<file path="src/rtl/legv8_ctrl_pkg.sv">
// Shared encodings for the LEGv8 multi-cycle control unit: opcode match patterns,
// ALU/sign-extend codes, FSM states and the decoded control bundle.
package legv8_ctrl_pkg;

    localparam int unsigned OPC_W = 11;
    localparam int unsigned AOP_W = 4;

    // casez patterns; '?' bits belong to immediate/register fields
    localparam logic [OPC_W-1:0] OPCODE_ANDREG = 11'b10001010000;
    localparam logic [OPC_W-1:0] OPCODE_ORRREG = 11'b10101010000;
    localparam logic [OPC_W-1:0] OPCODE_ADDREG = 11'b10001011000;
    localparam logic [OPC_W-1:0] OPCODE_SUBREG = 11'b11001011000;
    localparam logic [OPC_W-1:0] OPCODE_ADDIMM = 11'b1001000100?;
    localparam logic [OPC_W-1:0] OPCODE_SUBIMM = 11'b1101000100?;
    localparam logic [OPC_W-1:0] OPCODE_MOVZ   = 11'b110100101??;
    localparam logic [OPC_W-1:0] OPCODE_B      = 11'b000101?????;
    localparam logic [OPC_W-1:0] OPCODE_CBZ    = 11'b10110100???;
    localparam logic [OPC_W-1:0] OPCODE_LDUR   = 11'b11111000010;
    localparam logic [OPC_W-1:0] OPCODE_STUR   = 11'b11111000000;

    localparam logic [AOP_W-1:0] ALUOP_AND   = 4'b0000;
    localparam logic [AOP_W-1:0] ALUOP_ORR   = 4'b0001;
    localparam logic [AOP_W-1:0] ALUOP_ADD   = 4'b0010;
    localparam logic [AOP_W-1:0] ALUOP_SUB   = 4'b0110;
    localparam logic [AOP_W-1:0] ALUOP_PASSB = 4'b0111;

    localparam logic [1:0] SIGNOP_I  = 2'b00;
    localparam logic [1:0] SIGNOP_D  = 2'b01;
    localparam logic [1:0] SIGNOP_B  = 2'b10;
    localparam logic [1:0] SIGNOP_CB = 2'b11;

    typedef enum logic [2:0] {
        FETCH  = 3'd0,
        DECODE = 3'd1,
        EXEC   = 3'd2,
        MEM    = 3'd3,
        WB     = 3'd4
    } state_e;

    typedef enum logic [2:0] {
        CLS_ALU,
        CLS_B,
        CLS_CBZ,
        CLS_LOAD,
        CLS_STORE
    } op_class_e;

    typedef struct packed {
        op_class_e        cls;
        logic             reg2loc;
        logic             alusrc;
        logic             mem2reg;
        logic [AOP_W-1:0] aluop;
        logic [1:0]       signop;
        logic             illegal;
    } ctrl_t;

endpackage

</file>
<file path="src/rtl/legv8_decode.sv">
// Combinational opcode decoder: maps an 11-bit LEGv8 opcode to its instruction
// class and datapath control fields. Unused fields stay 0.
module legv8_decode
    import legv8_ctrl_pkg::*;
(
    input  logic [OPC_W-1:0] op,
    output ctrl_t            ctrl
);

    always_comb begin
        ctrl     = '0;
        ctrl.cls = CLS_ALU;
        casez (op)
            OPCODE_ANDREG: ctrl.aluop = ALUOP_AND;
            OPCODE_ORRREG: ctrl.aluop = ALUOP_ORR;
            OPCODE_ADDREG: ctrl.aluop = ALUOP_ADD;
            OPCODE_SUBREG: ctrl.aluop = ALUOP_SUB;
            OPCODE_ADDIMM: begin
                ctrl.alusrc = 1'b1;
                ctrl.aluop  = ALUOP_ADD;
                ctrl.signop = SIGNOP_I;
            end
            OPCODE_SUBIMM: begin
                ctrl.alusrc = 1'b1;
                ctrl.aluop  = ALUOP_SUB;
                ctrl.signop = SIGNOP_I;
            end
            OPCODE_MOVZ: begin
                ctrl.alusrc = 1'b1;
                ctrl.aluop  = ALUOP_PASSB;
            end
            OPCODE_B: begin
                ctrl.cls    = CLS_B;
                ctrl.signop = SIGNOP_B;
            end
            OPCODE_CBZ: begin
                ctrl.cls     = CLS_CBZ;
                ctrl.reg2loc = 1'b1;
                ctrl.aluop   = ALUOP_PASSB;
                ctrl.signop  = SIGNOP_CB;
            end
            OPCODE_LDUR: begin
                ctrl.cls     = CLS_LOAD;
                ctrl.alusrc  = 1'b1;
                ctrl.mem2reg = 1'b1;
                ctrl.aluop   = ALUOP_ADD;
                ctrl.signop  = SIGNOP_D;
            end
            OPCODE_STUR: begin
                ctrl.cls     = CLS_STORE;
                ctrl.reg2loc = 1'b1;
                ctrl.alusrc  = 1'b1;
                ctrl.aluop   = ALUOP_ADD;
                ctrl.signop  = SIGNOP_D;
            end
            default: ctrl.illegal = 1'b1;
        endcase
    end

endmodule

</file>
<file path="src/rtl/multicycle_control.sv">
// Multi-cycle LEGv8 control FSM (FETCH/DECODE/EXEC/MEM/WB) with memory handshakes,
// a wait-cycle timeout that raises a sticky bus_error, and illegal-opcode flagging.
module multicycle_control
    import legv8_ctrl_pkg::*;
#(
    parameter int unsigned OPCODE_W    = 11,
    parameter int unsigned ALUOP_W     = 4,
    parameter int unsigned MEM_TIMEOUT = 16
) (
    input  logic                CLK,
    input  logic                reset,
    input  logic [OPCODE_W-1:0] opcode,
    input  logic                alu_zero,
    input  logic                imem_ready,
    input  logic                dmem_ready,
    output logic                imem_req,
    output logic                ir_write,
    output logic                reg2loc,
    output logic                alusrc,
    output logic                mem2reg,
    output logic                regwrite,
    output logic                memread,
    output logic                memwrite,
    output logic [ALUOP_W-1:0]  aluop,
    output logic [1:0]          signop,
    output logic                pc_write,
    output logic                pc_src,
    output logic                instr_done,
    output logic                illegal_op,
    output logic                bus_error
);

    localparam int unsigned CTR_W = $clog2(MEM_TIMEOUT + 1);

    state_e              state_q, state_d;
    logic [OPCODE_W-1:0] op_q, dec_op;
    logic [CTR_W-1:0]    ctr_q, ctr_d;
    logic                bus_error_q, bus_error_d;
    logic                limit;
    ctrl_t               ctrl;

    // DECODE must flag illegal opcodes before op_q has captured them
    assign dec_op = (state_q == DECODE) ? opcode : op_q;
    assign limit  = (ctr_q == CTR_W'(MEM_TIMEOUT - 1));
    assign bus_error = bus_error_q;

    legv8_decode u_decode (
        .op   (dec_op),
        .ctrl (ctrl)
    );

    always_comb begin
        state_d     = state_q;
        ctr_d       = '0;
        bus_error_d = bus_error_q;
        imem_req    = 1'b0;
        ir_write    = 1'b0;
        reg2loc     = 1'b0;
        alusrc      = 1'b0;
        mem2reg     = 1'b0;
        regwrite    = 1'b0;
        memread     = 1'b0;
        memwrite    = 1'b0;
        aluop       = '0;
        signop      = '0;
        pc_write    = 1'b0;
        pc_src      = 1'b0;
        instr_done  = 1'b0;
        illegal_op  = 1'b0;
        // Outputs stay quiet during reset so an aborted access never strobes
        if (!reset) begin
            if (state_q inside {EXEC, MEM, WB}) begin
                reg2loc = ctrl.reg2loc;
                alusrc  = ctrl.alusrc;
                mem2reg = ctrl.mem2reg;
                aluop   = ALUOP_W'(ctrl.aluop);
                signop  = ctrl.signop;
            end
            case (state_q)
                FETCH: begin
                    if (!bus_error_q) begin
                        imem_req = 1'b1;
                        if (imem_ready) begin
                            ir_write = 1'b1;
                            state_d  = DECODE;
                        end else if (limit) begin
                            bus_error_d = 1'b1;
                        end else begin
                            ctr_d = ctr_q + 1'b1;
                        end
                    end
                end
                DECODE: begin
                    if (ctrl.illegal) begin
                        illegal_op = 1'b1;
                        pc_write   = 1'b1;
                        instr_done = 1'b1;
                        state_d    = FETCH;
                    end else begin
                        state_d = EXEC;
                    end
                end
                EXEC: begin
                    unique case (ctrl.cls)
                        CLS_B, CLS_CBZ: begin
                            pc_write   = 1'b1;
                            pc_src     = (ctrl.cls == CLS_B) ? 1'b1 : alu_zero;
                            instr_done = 1'b1;
                            state_d    = FETCH;
                        end
                        CLS_LOAD, CLS_STORE: state_d = MEM;
                        default:             state_d = WB;
                    endcase
                end
                MEM: begin
                    memread  = (ctrl.cls == CLS_LOAD);
                    memwrite = (ctrl.cls == CLS_STORE);
                    if (dmem_ready) begin
                        if (ctrl.cls == CLS_LOAD) begin
                            state_d = WB;
                        end else begin
                            pc_write   = 1'b1;
                            instr_done = 1'b1;
                            state_d    = FETCH;
                        end
                    end else if (limit) begin
                        bus_error_d = 1'b1;
                        state_d     = FETCH;
                    end else begin
                        ctr_d = ctr_q + 1'b1;
                    end
                end
                WB: begin
                    regwrite   = 1'b1;
                    pc_write   = 1'b1;
                    instr_done = 1'b1;
                    state_d    = FETCH;
                end
                default: state_d = FETCH;
            endcase
        end
    end

    always_ff @(posedge CLK) begin
        if (reset) begin
            state_q     <= FETCH;
            op_q        <= '0;
            ctr_q       <= '0;
            bus_error_q <= 1'b0;
        end else begin
            state_q     <= state_d;
            ctr_q       <= ctr_d;
            bus_error_q <= bus_error_d;
            if (state_q == DECODE) begin
                op_q <= opcode;
            end
        end
    end

endmodule
</file>
<file path="config.mk">
export PLATFORM = sky130hd
export DESIGN_NAME = multicycle_control
export DESIGN_NICKNAME = d
export VERILOG_FILES = /design/src/rtl/legv8_ctrl_pkg.sv /design/src/rtl/legv8_decode.sv /design/src/rtl/multicycle_control.sv
export SDC_FILE = /design/constraint.sdc
export NUM_CORES = 1
export LEC_CHECK = 0
export ABC_AREA = 1
export CELL_PAD_IN_SITES_DETAIL_PLACEMENT = 1
export CELL_PAD_IN_SITES_GLOBAL_PLACEMENT = 1
export CORE_MARGIN = 2
export CORE_UTILIZATION = 30
export DETAILED_ROUTE_END_ITERATION = 7
export PLACE_DENSITY_LB_ADDON = 0.08
export SKIP_LAST_GASP = 1
export SYNTH_ARGS = -nofsm -noshare
export SYNTH_HDL_FRONTEND = slang
export SYNTH_SLANG_ARGS = --single-unit
</file>
<file path="constraint.sdc">
create_clock -name CLK -period 1.8 [get_ports CLK]
set_input_delay 0.18 -clock CLK [delete_from_list [all_inputs] [get_ports CLK]]
set_output_delay 0.18 -clock CLK [all_outputs]
set_load 0.05 [all_outputs]
</file>
After elaboration in Yosys (flattened, before gate mapping)
Index checks and enable logic that the tools add are counted.
{ "totals": {"ff_bits": 20, "in_bits": 16, "out_inout_bits": 19, "wordCells": 105} }
{ "classes": {"addsub": 1, "n_eq_ne": 25, "muxes": 61, "reduce_logical": 14} }
{ "ops": {"columns": ["cell", "count"], "rows": [
  ["11-bit equality test, second input constant", 6],
  ["1-bit 2-to-1 mux", 38],
  ["3-bit one-hot mux with 4 select lines", 3],
  ["10-bit equality test, second input constant", 2],
  ["5-bit 2-to-1 mux", 4],
  ["3-bit 2-to-1 mux", 5],
  ["3-bit by 2-bit equality test with 1-bit output, second input constant", 4],
  ["2-bit OR reduction", 6],
  ["11-bit 2-to-1 mux", 1],
  ["11-bit OR reduction", 1],
  ["5-bit one-hot mux with 2 select lines", 1],
  ["9-bit equality test, second input constant", 1],
  ["8-bit equality test, second input constant", 1],
  ["4-bit 2-to-1 mux", 2],
  ["2-bit != test, second input constant", 4],
  ["3-bit by 1-bit equality test with 1-bit output, second input constant", 2],
  ["3-bit equality test, second input constant", 2],
  ["6-bit by 3-bit equality test with 1-bit output, second input constant", 1],
  ["2-bit 2-to-1 mux", 3],
  ["2-bit one-hot mux with 3 select lines", 1],
  ["3-bit one-hot mux with 2 select lines", 1],
  ["3-bit AND reduction", 2],
  ["5-bit by 1-bit adder with 5-bit output, second input constant", 1],
  ["5-bit by 4-bit equality test with 1-bit output, second input constant", 1],
  ["other kinds (8)", 8]
]} }

Logic depth before layout (Yosys ltp)
Gate-level depths: netlist of the first run.
{ "logic_depth": {"depth_word": 9, "mapped_depth": 17, "ltp_nobuf": 16} }

By module
Synthesis of the first run repeated with hierarchy kept, for this count alone.
{ "hier_totals": {"cells_unflattened": 243, "area_unflattened_um2": 1503.9} }
{ "modules_own_cells": {"columns": ["module", "n_inst", "cells_per_inst", "area_each_um2"], "rows": [
  ["multicycle_control", 1, 167, 1127.3],
  ["legv8_decode", 1, 76, 376.6]
]} }

Worst setup path before layout of the first run
Ideal clock, no wire load.
{ "synth_timing": {"path_kind": "register -> output", "from": "register state_q[2]", "to": "output pc_write", "arrival_ns": 2.617, "slack_ns": -0.997, "stages_incl_launch_ff": 13, "n_path_buf": 2, "path_cell_list": "dfxtp_1 -> nor2_4 -> nand2_4 -> buf_6 -> nand2_1 -> nand2_2 -> nor2_1 -> nand3_1 -> nand2_2 -> nand2_1 -> and3_1 -> a21oi_1 -> buf_4"} }
{ "synth_between": {"elab_chain_len": 9, "elab_cells_between_ends": 28} }
{ "synth_lines": {"columns": ["element", "line_no", "rtl"], "rows": [
  ["start: declaration", "multicycle_control.sv:35", "state_e state_q, state_d;"],
  ["start signal: assignment", "multicycle_control.sv:151", "state_q <= state_d;"],
  ["3-bit by 1-bit equality test with 1-bit output", null, null],
  ["11-bit 2-to-1 mux", null, null],
  ["11-bit equality test (tied with other cells)", "legv8_decode.sv:13", "casez (op)"],
  ["3-bit one-hot mux with 4 select lines", "legv8_decode.sv:13", null],
  ["3-bit by 2-bit equality test with 1-bit output (tied with other cells)", "multicycle_control.sv:119", "if (ctrl.cls == CLS_LOAD) begin"],
  ["1-bit 2-to-1 mux or 2-bit OR reduction (tied branches)", null, null],
  ["1-bit 2-to-1 mux, on equally long branches", null, null],
  ["1-bit one-hot mux with 4 select lines (*)", null, null],
  ["1-bit 2-to-1 mux (*)", null, null],
  ["end: declaration", "multicycle_control.sv:26", "output logic pc_write,"]
]} }
Every way passes the cells marked *; elsewhere a longest branch is shown, timed or not.

Worst setup path in the final report of the first run
{ "layout_timing": {"from": "register state_q[1]", "to": "output illegal_op"} }
{ "layout_between": {"elab_chain_len": 7, "elab_cells_between_ends": 17} }
{ "layout_lines": {"columns": ["element", "line_no", "rtl"], "rows": [
  ["3-bit by 1-bit equality test with 1-bit output (*)", "multicycle_control.sv:43, multicycle_control.sv:79", null],
  ["11-bit 2-to-1 mux", null, null],
  ["11-bit equality test (tied with other cells)", "legv8_decode.sv:13", null],
  ["11-bit OR reduction (no source line)", null, null],
  ["1-bit 2-to-1 mux", "multicycle_control.sv:94", "if (ctrl.illegal) begin"],
  ["1-bit 2-to-1 mux (*)", "multicycle_control.sv:79", "case (state_q)"],
  ["1-bit 2-to-1 mux (*)", "multicycle_control.sv:71", "if (!reset) begin"],
  ["end: declaration", "multicycle_control.sv:29", "output logic illegal_op,"]
]} }
Marks and branches as above.

==> results of run 1 <==
[synth_stat cells, drive strengths merged]
master   n
xnor2    1
nand3   27
o21bai   1
nand3b   6
nor3    11
and3     1
o21ai    6
clkinv   1
nor2    49
xor2     1
inv     32
dfxtp   20
ha       1
a21oi    7
nor4     1
a31oi    3
buf      7
nand2   66
conb     1
clkbuf   1
[metrics by stage]
| stage | hold slack, ns | setup slack (ns) | total power [mW] |
|---|---|---|---|
| detailed placement | 0.4418 | -0.4155 | 1.051 |
| floorplan | 0.3461 | -0.4452 | 0.8316 |
| CTS | 0.4562 | -0.6105 | 1.650 |
| global placement | 0.4325 | -0.4018 | 1.044 |
| finish | 0.4629 | -0.7131 | 1.761 |
| global route | 0.4949 | -0.8582 | 1.828 |
[registers in the layout, summed over array words and instances (netlist names)]
register	count
bus_error	1
ctr_q	5
state_q	3
op_q	11
[per-layer routing]
metal | vias to the layer above | part of all wire (%) | GRT usage (%)
li1 | 943 | - | -
met1 | 961 | 42 | 27.17
met2 | 27 | 54 | 43.30
met3 | 7 | 2.7 | 2.262
met4 | 0 | 0.99 | 3.273
met5 | - | 0 | 0
[logic make-up after synthesis]
group	Yosys count	synth area share (%)
AO/OA/AOI/OAI	17	6.608
XOR/XNOR	2	1.128
adder cells (fa/ha/maj)	1	0.8057
buffers and inverters	41	11.84
flip-flops	20	25.79
other	1	0.2415
AND/OR/NAND/NOR	161	53.59
[how the worst min path moves through the flow]
| stage | start | endpoint | slack (ns) | depth (start not counted) |
|---|---|---|---|---|
| after floorplan | reset | state_q[1]$_SDFFE_PP0P_ | 0.35 | 3 |
| after global routing | ctr_q[0]$_SDFF_PP0_ | ctr_q[0]$_SDFF_PP0_ | 0.49 | 1 |
| final | ctr_q[0]$_SDFF_PP0_ | ctr_q[0]$_SDFF_PP0_ | 0.46 | 1 |
| after CTS | ctr_q[4]$_SDFF_PP0_ | ctr_q[4]$_SDFF_PP0_ | 0.46 | 2 |
| after detailed placement | ctr_q[4]$_SDFF_PP0_ | ctr_q[4]$_SDFF_PP0_ | 0.44 | 2 |
| after global placement | ctr_q[4]$_SDFF_PP0_ | ctr_q[4]$_SDFF_PP0_ | 0.43 | 2 |
[final cells by class]
class / count / area [um^2]
well taps: 70 / 87.58
flip-flops and latches: 20 / 406.6
clock buffers: 3 / 41.29
inverters: 33 / 130.1
fillers: 598 / 1969
repair buffers: 93 / 998.5
multi-input cells: 183 / 1379
clock inverters: 1 / 30.03
[where the power goes]
group          leakage (nW)  internal [mW]  switching (mW)  total (mW)
registers             0.165          0.471          0.0191       0.490
logic                  1.11          0.342           0.439       0.781
clock network        0.0357          0.298           0.192       0.490
total                  1.31           1.11           0.650        1.76
[repair_timing]
item	CTS	global route
cloned	1	0
pin swaps	22	22
resized for setup	60	34
setup endpoints to repair	20	27
buffers inserted	14	6
hold buffers	0	0
==> flow_metrics.tcl, run 1 <==
set metrics [dict create \
    run_status "finished, violations left" \
    violations "setup timing" \
    start_util_pct 30.79 \
    rsz0062_at_grt "yes" \
    antenna_left 0 \
    fmax_ghz 0.3979 \
    critPathCapture "illegal_op" \
    hold_viol_final 0 \
    gp_congestion 0.9011 \
    min-delay-path-class "reg -> reg" \
    r2r-end "state_q[1]$_SDFFE_PP0P_" \
    synthTopCellsByArea "dfxtp_1 (26%), nand2_1 (11%), nor2_1 (9.9%)" \
    cts_sinks 20 \
    die_h_um 75.95 \
    critPathTopFamily "simple AND/OR/NAND/NOR gates" \
    layout_commonest_cell "buf_4" \
    startpoint_type "flop" \
    ir_drop_mv 0.4777 \
    timing.final.crit_share_pct 139.6 \
    cts.path.max_buffers 2 \
    setup_viol 19 \
    cp_common_cell "nor2_4" \
    syn_nets 260 \
    worstPathBufferInverterCount 4 \
    antenna_found_initial 0 \
    grt_usage_pct 22.40 \
    clk_transition_reported_paths_ns 0.10 \
    route.vias.total 1938 \
    worst_r2r_path_depth 18 \
    crit_cells 15 \
    grt_max_degree 14 \
    worst_setup_path_end_kind "output port" \
    r2r_start "state_q[1]$_SDFFE_PP0P_" \
    layout_min_cycle_time_ns 2.513 \
    maxCapViolations 0 \
    drive_gt1_share_pct 55.86 \
    slew_headroom_pct 66.06 \
    place_inst 379 \
    reg2reg_slack_ns -0.29 \
    core_area_um2 5042 \
    max_slew.worst_pin.slew_ns 0.5083 \
    layout.cells.non_filler 403 \
    slowest_stage "dfxtp_2" \
    critPathMaxFanout 6 \
    layout_common_cells "buf_4 (49), inv_1 (28), nand2_2 (27)" \
    synthCells 243 \
    rows 26 \
    nets 351 \
    drv_slew 0 \
    required_ns 1.62 \
    finClkSkew_ns 0.007765 \
    crit_type "reg -> out" \
    gr-total-overflow 0 \
    synth_area_per_cell_um2 6.390 \
    synth-seq-cells 20 \
    syn_area_um2 1553 \
    antenna_cells 0 \
    area_delta_synth_final_pct 97.91 \
    p_per_area_nw_per_um2 573.0 \
    hpwl_mm 4.118 \
    die_w_um 75.95 \
    arrival_ns 2.33 \
    cts_tree "built" \
    yosys.area.top_type "dfxtp_1" \
    yosysSeqAreaShare_pct 25.79 \
    grt_pass1_vias 2014 \
    yosysUniqueCellTypes 31 \
    worst_slack_ns -0.7131 \
    fin_area_um2 3073 \
    place.port_buffers 33 \
    cts-buffers-inserted 3 \
    drc 0 \
    drtIter0Drc 65 \
    firstDrtPassIters 4 \
    crit_start "state_q[1]$_SDFFE_PP0P_" \
    io_pins 35 \
    slowest_delay_ns 0.35 \
    wl_per_cell_um 17.08 \
    clock-root-buffer "clkbuf_8" \
    postLayoutCoreUtil_pct 60.94 \
    dpl_cell_area_um2 2490 \
    clk_latency_ns 0.28 \
    path_cells "nor2_4, buf_6, nand2_8, buf_6, nand2_4, nand2_4, nand2_4, nor2_4, o21ai_4, nand2_2, nor2_4, nand3_4, buf_6, nor2_4, buf_12" \
    synth_top_area_share_pct 25.79 \
    yosysWarnings 0 \
    totalWireLength_mm 6.882 \
    grt_pass1_wl_mm 10.45 \
    finalSetupTns_ns -9.804 \
    die-area_um2 5768 \
    p_leak_nw 1.312 \
    h-tree-depth 1 \
    viasPerCell 4.809 \
]
Note: power is estimated with default switching activity, not from simulation.
==> run 2, diff against run 1 <==
--- a/config.mk
+++ b/config.mk
@@ -6,6 +6,7 @@
 export NUM_CORES = 1
 export LEC_CHECK = 0
 export ABC_AREA = 1
+export CAP_MARGIN = 5
 export CELL_PAD_IN_SITES_DETAIL_PLACEMENT = 1
 export CELL_PAD_IN_SITES_GLOBAL_PLACEMENT = 1
 export CORE_MARGIN = 2
==> results of run 2 <==
Same layout as run 1: the final DEF is identical, and so are final timing and power.
==> run 3, diff against run 2 <==
--- a/config.mk
+++ b/config.mk
@@ -12,7 +12,9 @@
 export CORE_MARGIN = 2
 export CORE_UTILIZATION = 30
 export DETAILED_ROUTE_END_ITERATION = 7
+export MAX_ROUTING_LAYER = met4
 export PLACE_DENSITY_LB_ADDON = 0.08
+export RECOVER_POWER = 100
 export SKIP_LAST_GASP = 1
 export SYNTH_ARGS = -nofsm -noshare
 export SYNTH_HDL_FRONTEND = slang
==> flow_metrics.tcl, run 3 (synthesis results as in run 1) <==
set metrics [dict create \
    run_status "finished, violations left" \
    violations "setup timing" \
    arrival_ns 2.35 \
    route.vias.total 1935 \
    cts_tree "built" \
    slowest_delay_ns 0.35 \
    place.port_buffers 33 \
    clock-root-buffer "clkbuf_8" \
    drv_slew 0 \
    gp_congestion 0.9165 \
    antenna_left 0 \
    cts-buffers-inserted 3 \
    nets 351 \
    antenna_found_initial 0 \
    drtIter0Drc 60 \
    wl_per_cell_um 17.08 \
    reg2reg_slack_ns -0.31 \
    clk_transition_reported_paths_ns 0.10 \
    r2r-end "state_q[1]$_SDFFE_PP0P_" \
    largest_reg_flops 11 \
    max_slew.worst_pin.slew_ns 0.5083 \
    rows 26 \
    required_ns 1.62 \
    slew_headroom_pct 66.06 \
    finClkSkew_ns 0.009915 \
    layout_common_cells "buf_4 (49), inv_1 (28), nand2_2 (27)" \
    r2r_start "state_q[1]$_SDFFE_PP0P_" \
    layout.cells.non_filler 403 \
    die_w_um 75.95 \
    hold_end "ctr_q[0]$_SDFF_PP0_" \
    gr-total-overflow 0 \
    layout_commonest_cell "buf_4" \
    min-delay-path-class "reg -> reg" \
    firstDrtPassIters 4 \
    antenna_cells 0 \
    hold_viol_final 0 \
    place_inst 379 \
    cts_sinks 20 \
    hpwl_mm 4.118 \
    worstHoldStart "ctr_q[0]$_SDFF_PP0_" \
    cts.path.max_buffers 2 \
    whs_path_depth 1 \
    core_area_um2 5042 \
    crit_type "reg -> out" \
    finalSetupTns_ns -9.982 \
    area_delta_synth_final_pct 97.91 \
    postLayoutCoreUtil_pct 60.94 \
    grt_max_degree 14 \
    worst_slack_ns -0.7297 \
    largest_register "op_q" \
    ir_drop_mv 0.4764 \
    start_util_pct 30.79 \
    setup_viol 19 \
    p_per_area_nw_per_um2 573.9 \
    grt_pass1_vias 2017 \
    h-tree-depth 1 \
    rsz0062_at_grt "yes" \
    startpoint_type "flop" \
    maxCapViolations 0 \
    timing.final.crit_share_pct 140.5 \
    worst_r2r_path_depth 18 \
    totalWireLength_mm 6.883 \
    cts_hold_buf 0 \
    clk_latency_ns 0.28 \
    die-area_um2 5768 \
    top_regs "op_q (11), ctr_q (5), state_q (3)" \
    critPathMaxFanout 6 \
    grt_usage_pct 22.93 \
    grt_pass1_wl_mm 10.41 \
    p_leak_nw 1.312 \
    slowest_stage "dfxtp_2" \
    drc 0 \
    path_cells "nor2_4, buf_6, nand2_8, buf_6, nand2_4, nand2_8, inv_2, nand2_1, nor2_2, nand3_2, nor3_1, nor2_1, a21oi_4, buf_12" \
    io_pins 35 \
    drive_gt1_share_pct 55.86 \
    die_h_um 75.95 \
    fmax_ghz 0.3953 \
    viasPerCell 4.801 \
    worst_setup_path_end_kind "output port" \
    layout_min_cycle_time_ns 2.530 \
]
[run 3: metal layers]
layer	wire, um	global-route usage (%)	vias up	share of wire [%]
met1	2897	26.87	957	42
met4	68	3.273	0	0.99
met2	3755	43.30	27	55
met5	0	-	-	0
met3	163	2.262	7	2.4
li1	-	-	944	-
[run 3: how the worst max path moves through the flow]
stage / startpoint / end / slack, ns
2_1_floorplan: state_q[1]$_SDFFE_PP0P_ / pc_write / -0.45
3_3_place_gp: state_q[1]$_SDFFE_PP0P_ / instr_done / -0.40
3_5_place_dp: state_q[1]$_SDFFE_PP0P_ / instr_done / -0.42
4_1_cts: state_q[2]$_SDFFE_PP0P_ / instr_done / -0.61
5_1_grt: state_q[1]$_SDFFE_PP0P_ / aluop[1] / -0.86
6_report: state_q[1]$_SDFFE_PP0P_ / aluop[1] / -0.73
[run 3: layout make-up]
type	count	area, um^2
Clock buffer	3	41.29
Clock inverter	1	30.03
Fill cell	598	1969
Inverter	33	130.1
Multi-Input combinational cell	183	1379
Sequential cell	20	406.6
Tap cell	70	87.58
Timing Repair Buffer	93	998.5
[run 3: timing repair]
action                                  CTS  global route
buffers inserted                         14             6
pin swaps                                22            22
gates cloned                              1             0
resized for setup                        60            34
endpoints found under the setup margin   20            27
[run 3: where the power goes]
part	switching (mW)	internal, mW
Sequential	0.0191	0.471
Combinational	0.440	0.342
Clock	0.194	0.298
Total	0.653	1.11
[run 3: critical path, delay by kind of cell (launching register included)]
family	cells	cell delay (ns)
compound gates	1	0.18
flops	1	0.35
buf+inv	4	0.49
simple gates	9	1.04
[run 3: stage by stage]
| step | area, um^2 | hold slack (ns) | setup WS (ns) | total power, mW |
|---|---|---|---|---|
| 5_1_grt | 3073 | 0.4949 | -0.8581 | 1.828 |
| 3_5_place_dp | 2490 | 0.4418 | -0.4155 | 1.051 |
| 4_1_cts | 2899 | 0.4562 | -0.6105 | 1.650 |
| 2_1_floorplan | 1662 | 0.3461 | -0.4452 | 0.8316 |
| 6_report | 3073 | 0.4624 | -0.7297 | 1.764 |
| 3_3_place_gp | 2490 | 0.4325 | -0.4018 | 1.044 |
